--- config.mk ---
export PLATFORM = sky130hd
export DESIGN_NAME = imem_loader_flat
export DESIGN_NICKNAME = d
export VERILOG_FILES = /design/src/rtl/imem_loader_if.sv /design/src/rtl/imem_loader.sv /design/src/flat_wrapper.sv
export SDC_FILE = /design/constraint.sdc
export NUM_CORES = 1
export LEC_CHECK = 0
export CAP_MARGIN = 20
export CORE_MARGIN = 1
export CORE_UTILIZATION = 57
export CTS_BUF_LIST = sky130_fd_sc_hd__clkbuf_16
export DETAILED_ROUTE_END_ITERATION = 16
export GPL_ROUTABILITY_DRIVEN = 0
export GPL_TIMING_DRIVEN = 0
export HOLD_SLACK_MARGIN = 0.1
export PLACE_DENSITY = 0.94
export SKIP_LAST_GASP = 1
export SLEW_MARGIN = 40
export SYNTH_ARGS = -nofsm -noshare
export SYNTH_HDL_FRONTEND = slang
export SYNTH_SLANG_ARGS = --single-unit
--- constraint.sdc ---
create_clock -name clk -period 2.8 [get_ports clk]
set_clock_uncertainty 0.1 [all_clocks]
set_input_delay 0.84 -clock clk [delete_from_list [all_inputs] [get_ports clk]]
set_output_delay 0.84 -clock clk [all_outputs]
set_load 0.01 [all_outputs]
--- src/rtl/imem_loader_if.sv ---
// rtl/imem_loader_if.sv - byte-stream input and instruction-memory write bus of the loader
interface imem_loader_if #(
   parameter int ADDR_W = 8
);
   logic              byte_valid;
   logic [7:0]        byte_data;
   logic              byte_last;
   logic              byte_ready;
   logic              mem_we;
   logic [ADDR_W-1:0] mem_addr;
   logic [31:0]       mem_wdata;

   // master: program source that also observes the memory writes
   modport master (
      output byte_valid, byte_data, byte_last,
      input  byte_ready, mem_we, mem_addr, mem_wdata
   );

   modport slave (
      input  byte_valid, byte_data, byte_last,
      output byte_ready, mem_we, mem_addr, mem_wdata
   );
endinterface

--- src/rtl/imem_loader.sv ---
// rtl/imem_loader.sv - packs a little-endian byte stream into instruction words and screens opcodes
module imem_loader #(
   parameter int ADDR_W = 8
) (
   input  logic              clk,
   input  logic              rst_n,
   input  logic              start,
   imem_loader_if.slave      bus,
   output logic              core_hold,
   output logic              done,
   output logic              overflow,
   output logic              illegal,
   output logic [ADDR_W-1:0] illegal_addr,
   output logic [ADDR_W:0]   word_count
);
   typedef enum logic [1:0] {IDLE, LOAD, WRITE, DONE} state_t;

   state_t      state;
   logic [1:0]  byte_idx;
   logic [31:0] pack;
   logic        last_seen;
   logic        accept;
   logic [31:0] lane_word;

   function automatic logic opcode_ok(input logic [6:0] op);
      case (op)
         7'b0000011, 7'b0100011, 7'b0110011,
         7'b1100011, 7'b0010011, 7'b1101111: return 1'b1;
         default:                            return 1'b0;
      endcase
   endfunction

   assign accept    = bus.byte_valid & bus.byte_ready;
   // upper lanes of a short final word stay zero because pack is cleared per word
   assign lane_word = pack | (32'(bus.byte_data) << {byte_idx, 3'b000});

   always_ff @(posedge clk or negedge rst_n) begin
      if (!rst_n) begin
         state          <= IDLE;
         byte_idx       <= '0;
         pack           <= '0;
         last_seen      <= 1'b0;
         bus.byte_ready <= 1'b0;
         bus.mem_we     <= 1'b0;
         bus.mem_addr   <= '0;
         bus.mem_wdata  <= '0;
         core_hold      <= 1'b0;
         done           <= 1'b0;
         overflow       <= 1'b0;
         illegal        <= 1'b0;
         illegal_addr   <= '0;
         word_count     <= '0;
      end else begin
         case (state)
            IDLE, DONE: begin
               if (start) begin
                  state          <= LOAD;
                  bus.byte_ready <= 1'b1;
                  core_hold      <= 1'b1;
                  done           <= 1'b0;
                  overflow       <= 1'b0;
                  illegal        <= 1'b0;
                  illegal_addr   <= '0;
                  word_count     <= '0;
                  byte_idx       <= '0;
                  pack           <= '0;
               end
            end
            LOAD: begin
               if (accept) begin
                  if (byte_idx == 2'd3 || bus.byte_last) begin
                     state          <= WRITE;
                     bus.byte_ready <= 1'b0;
                     bus.mem_we     <= 1'b1;
                     bus.mem_addr   <= word_count[ADDR_W-1:0];
                     bus.mem_wdata  <= lane_word;
                     last_seen      <= bus.byte_last;
                  end else begin
                     pack     <= lane_word;
                     byte_idx <= byte_idx + 2'd1;
                  end
               end
            end
            WRITE: begin
               bus.mem_we <= 1'b0;
               word_count <= word_count + 1'b1;
               pack       <= '0;
               byte_idx   <= '0;
               if (!opcode_ok(bus.mem_wdata[6:0]) && !illegal) begin
                  illegal      <= 1'b1;
                  illegal_addr <= bus.mem_addr;
               end
               // the word just written filled the last address when the low bits are all ones
               if (last_seen || (&word_count[ADDR_W-1:0])) begin
                  state     <= DONE;
                  done      <= 1'b1;
                  core_hold <= 1'b0;
                  overflow  <= ~last_seen;
               end else begin
                  state          <= LOAD;
                  bus.byte_ready <= 1'b1;
               end
            end
            default: state <= IDLE;
         endcase
      end
   end
endmodule

--- src/flat_wrapper.sv ---
// flat-port wrapper written by rule: the top's interface ports become plain ports
module imem_loader_flat 
#(
   parameter int ADDR_W = 8
)
  (clk, rst_n, start, core_hold, done, overflow, illegal, illegal_addr, word_count, bus_byte_valid, bus_byte_data, bus_byte_last, bus_byte_ready, bus_mem_we, bus_mem_addr, bus_mem_wdata);
  imem_loader_if #(.ADDR_W(ADDR_W)) bus_i ();
  input  logic clk;
  input  logic rst_n;
  input  logic start;
  output logic core_hold;
  output logic done;
  output logic overflow;
  output logic illegal;
  output logic [ADDR_W-1:0] illegal_addr;
  output logic [ADDR_W:0] word_count;
  input wire logic [$bits(bus_i.byte_valid)-1:0] bus_byte_valid;
  input wire logic [$bits(bus_i.byte_data)-1:0] bus_byte_data;
  input wire logic [$bits(bus_i.byte_last)-1:0] bus_byte_last;
  output wire logic [$bits(bus_i.byte_ready)-1:0] bus_byte_ready;
  output wire logic [$bits(bus_i.mem_we)-1:0] bus_mem_we;
  output wire logic [$bits(bus_i.mem_addr)-1:0] bus_mem_addr;
  output wire logic [$bits(bus_i.mem_wdata)-1:0] bus_mem_wdata;
  assign bus_i.byte_valid = bus_byte_valid;
  assign bus_i.byte_data = bus_byte_data;
  assign bus_i.byte_last = bus_byte_last;
  assign bus_byte_ready = bus_i.byte_ready;
  assign bus_mem_we = bus_i.mem_we;
  assign bus_mem_addr = bus_i.mem_addr;
  assign bus_mem_wdata = bus_i.mem_wdata;
  imem_loader #(.ADDR_W(ADDR_W)) u_core (.clk(clk), .rst_n(rst_n), .start(start), .bus(bus_i), .core_hold(core_hold), .done(done), .overflow(overflow), .illegal(illegal), .illegal_addr(illegal_addr), .word_count(word_count));
endmodule
==> metrics <==
WL/cell=a little under 20 µm; Sw Share=35.7%; DR WL met3=around 860 µm; register bit total from synthesis=100; diode count=0; Clk Latency, worst-skew pair=~0.35 ns; VDD IR max=approximately 440 µV; initial antenna violation count=0; worst path buffer plus inverter count=3; Top Layer Used=met4; worst setup margin=between 0.3 and 0.4 ns; Initial DRC Count=approximately 430; core area=roughly 7300 µm²; clock share of power=between 20% and 30%; clock sink count=100; die height=between 80 and 90 µm; Fin Setup TNS=0 ns; Critical-path top delay cell=clkdlybuf4s50_1; max frequency=between 0.4 and 0.5 GHz; Lkg Pwr=between 2 and 2.5 nW; mapped cell area=4330 µm²; synth unique cells=47; Root Buffer=clkbuf_16; vias per cell=6.31; Hold Crit Class=in -> async; max_cap viols=0; worst-margin pin slew=approximately 0.54 ns; Layout Utilization=between 70% and 80%; Cell Rows=31; Final Max Tran Viols=0; Syn Area/Cell=between 10 and 15 µm²; Metal-1 WL=roughly 4400 µm; die area=between 7000 and 8000 µm²; Critical Path Max Stage Delay=0.50 ns; Synth Flop Type=dfrtp_1; Sw Pwr=approximately 1.8 mW; Final Hold Vio Count=0; Largest delay share family, worst path=buffers and inverters; RSZ-0062 raised after global routing=false; Slew HR=a little over three fifths; CTS Buf Count=9; post-synthesis async set-or-reset flop share=100%; gr usage total=roughly 31%; Crit path depth=5; Initial Util=59.4%; register share of total power=between 30% and 40%; Pre-antenna DRT Iters=5; Mapped Cells=slightly above 400; PwrDens=about 910 nW/µm²; CP dominant cell by count=buf_2; CP startpoint kind=input port; H-tree levels=3; CTS tree=built; CP Max Fanout=10; status=completed; dpl ws=-0.0132 ns; crit-path cells=clkdlybuf4s50_1 > o2111ai_1 > buf_2 > buf_2 > mux2_2; layout overhead on the synthesized area=26.0%; Period Utilization, post-route=89.2%; data required time of the critical path=~3 ns; routed wl met2=5850 µm; Tmin final=2.50 ns; Mapped Nets=~420; sequential area share after synthesis=approximately 58%; Worst-path clk slew=about 0.070 ns; combinational cell fraction of total power=around 35%; FILL cells=485; Worst EP arrival=2.63 ns; Pint=between 3 and 4 mW; r2r worst-path depth=5; CTS Buffer Depth=2; fraction of layout cells with a size suffix above 1=a little over an eighth; post_cts resized=0; Critical Path Sink Type=flop; total I/O pin count=76; Total Wirelength=between 10,000 and 15,000 µm; endpoints failing setup=0; Antenna Nets Post-Route=0; PortBufs=66; CTS Hold Bufs=0; synthesis warning total=0; net count reported at finish=502; GRT Residual Overflow=0; DP HPWL=7410 µm; chip width=~89 µm; # Post-CTS Setup Buffers=0; via count=between 3,000 and 4,000; vias in the first global route=around 3,500; largest net degree at the start of global routing=53; first-pass GRT wire length=17,900 µm; DRC viols=0; number of synthesized flops with an enable pin=0; critical path type=in -> reg
## final cells by class
class | instances | area [µm²] | share of cell area, %
multi-input combinational | 267 | 1640 | 30.0
sequential | 100 | 2500 | 45.9
inverter | 6 | 22.5 | 0.413
buffer | 33 | 169 | 3.10
clock buffer | 9 | 225 | 4.13
clock inverter | 6 | 87.6 | 1.61
timing repair buffer | 67 | 689 | 12.6
tap | 99 | 124 | 2.27
## flip-flops by register name (all words and copies together), names as in the netlist
signal / cells
u_core.illegal_addr: 8
u_core.core_hold: 1
u_core.pack: 32
u_core.byte_idx: 2
u_core.done: 1
u_core.illegal: 1
u_core.state: 2
u_core.bus.mem_we: 1
u_core.bus.mem_addr: 8
u_core.last_seen: 1
u_core.bus.byte_ready: 1
u_core.bus.mem_wdata: 32
u_core.overflow: 1
u_core.word_count: 9
## logic make-up (layout without fill, tap and decap cells)
| group | Yosys count | count (layout) | synth area share (%) |
|---|---|---|---|
| AOI/OAI and AO/OA | 140 | 140 | 19.8 |
| xor gates and xnor gates | 1 | 1 | 0.202 |
| muxes | 18 | 18 | 4.54 |
| buffers and inverters | 39 | 121 | 4.42 |
| and+or+nand+nor | 103 | 103 | 11.8 |
| DFF | 100 | 100 | 57.8 |
| adders and majority gates | 5 | 5 | 1.44 |
## synth_stat cells (2+ instances only)
library cell    n  area [µm²]
a21oi_1        58         290
a22o_1         28         245
and4_1          2        17.5
buf_2          24         120
buf_4           2        15.0
clkbuf_1        6        22.5
dfrtp_1       100        2500
ha_1            5        62.6
inv_1           5        18.8
mux2_2         10         113
mux2i_1         7        70.1
nand2_1        45         169
nand2b_1        4        25.0
nand3_1         5        25.0
nand4_1         2        12.5
nor2_1         24        90.1
nor2b_1         3        18.8
nor3_1          5        25.0
o21ai_0        43         215
## path summary, 6_finish.rpt
kind,startpoint,endpoint,slack [ns]
worst max-delay path,bus_byte_last,u_core.bus.mem_addr[6],0.30
worst min-delay path,rst_n,u_core.overflow,0.32
worst max register to register,u_core.byte_idx[1],u_core.bus.mem_addr[6],0.58
worst min register to register,u_core.bus.mem_wdata[22],u_core.bus.mem_wdata[22],0.39
max in group asynchronous,rst_n,u_core.bus.mem_wdata[25],1.67
min in group clk,u_core.bus.mem_wdata[22],u_core.bus.mem_wdata[22],0.39
## per-stage QoR
step / power, mW / hold WS [ns] / cell area [µm²] / cells
2_1_floorplan: 2.86 / 0.363 / 4330 / 406
3_3_place_gp: 3.47 / 0.364 / 5110 / 571
3_5_place_dp: 3.57 / 0.372 / 5140 / 572
4_1_cts: 4.92 / 0.344 / 5460 / 587
5_1_grt: 5.16 / 0.353 / 5460 / 587
6_report: 4.95 / 0.318 / 5460 / 587
## per-layer routing
metal / up-vias / GRT usage [%]
li1: 1592 / -
met1: 1828 / 40.0
met2: 229 / 49.4
met3: 57 / 6.93
met4: 0 / 16.3
met5: - / 0
## cell usage in the layout, fill, tap and decap left out, drive strengths merged, types with 2 or more instances in the layout
cell | netlist | final
dfrtp | 100 | 100
clkdlybuf4s50 | 0 | 65
a21oi | 58 | 58
nand2 | 45 | 45
o21ai | 44 | 44
buf | 27 | 29
a22o | 28 | 28
nor2 | 25 | 25
clkbuf | 6 | 15
mux2 | 10 | 10
mux2i | 8 | 8
inv | 6 | 7
nand3 | 6 | 6
nor3 | 5 | 5
ha | 5 | 5
nand2b | 5 | 5
nor2b | 3 | 3
clkinv | 0 | 3
and4 | 2 | 2
nand4 | 2 | 2
bufinv | 0 | 2
## power groups by stage
stage / sequential (mW) / combinational, mW / clock (mW)
after floorplan: 1.94 / 0.918 / 0
after global placement: 1.90 / 1.57 / 0
after detailed placement: 1.92 / 1.66 / 0
after CTS: 1.90 / 1.69 / 1.33
after global routing: 1.93 / 1.85 / 1.38
final: 1.91 / 1.71 / 1.33
Power figures use the tool's default switching activity.
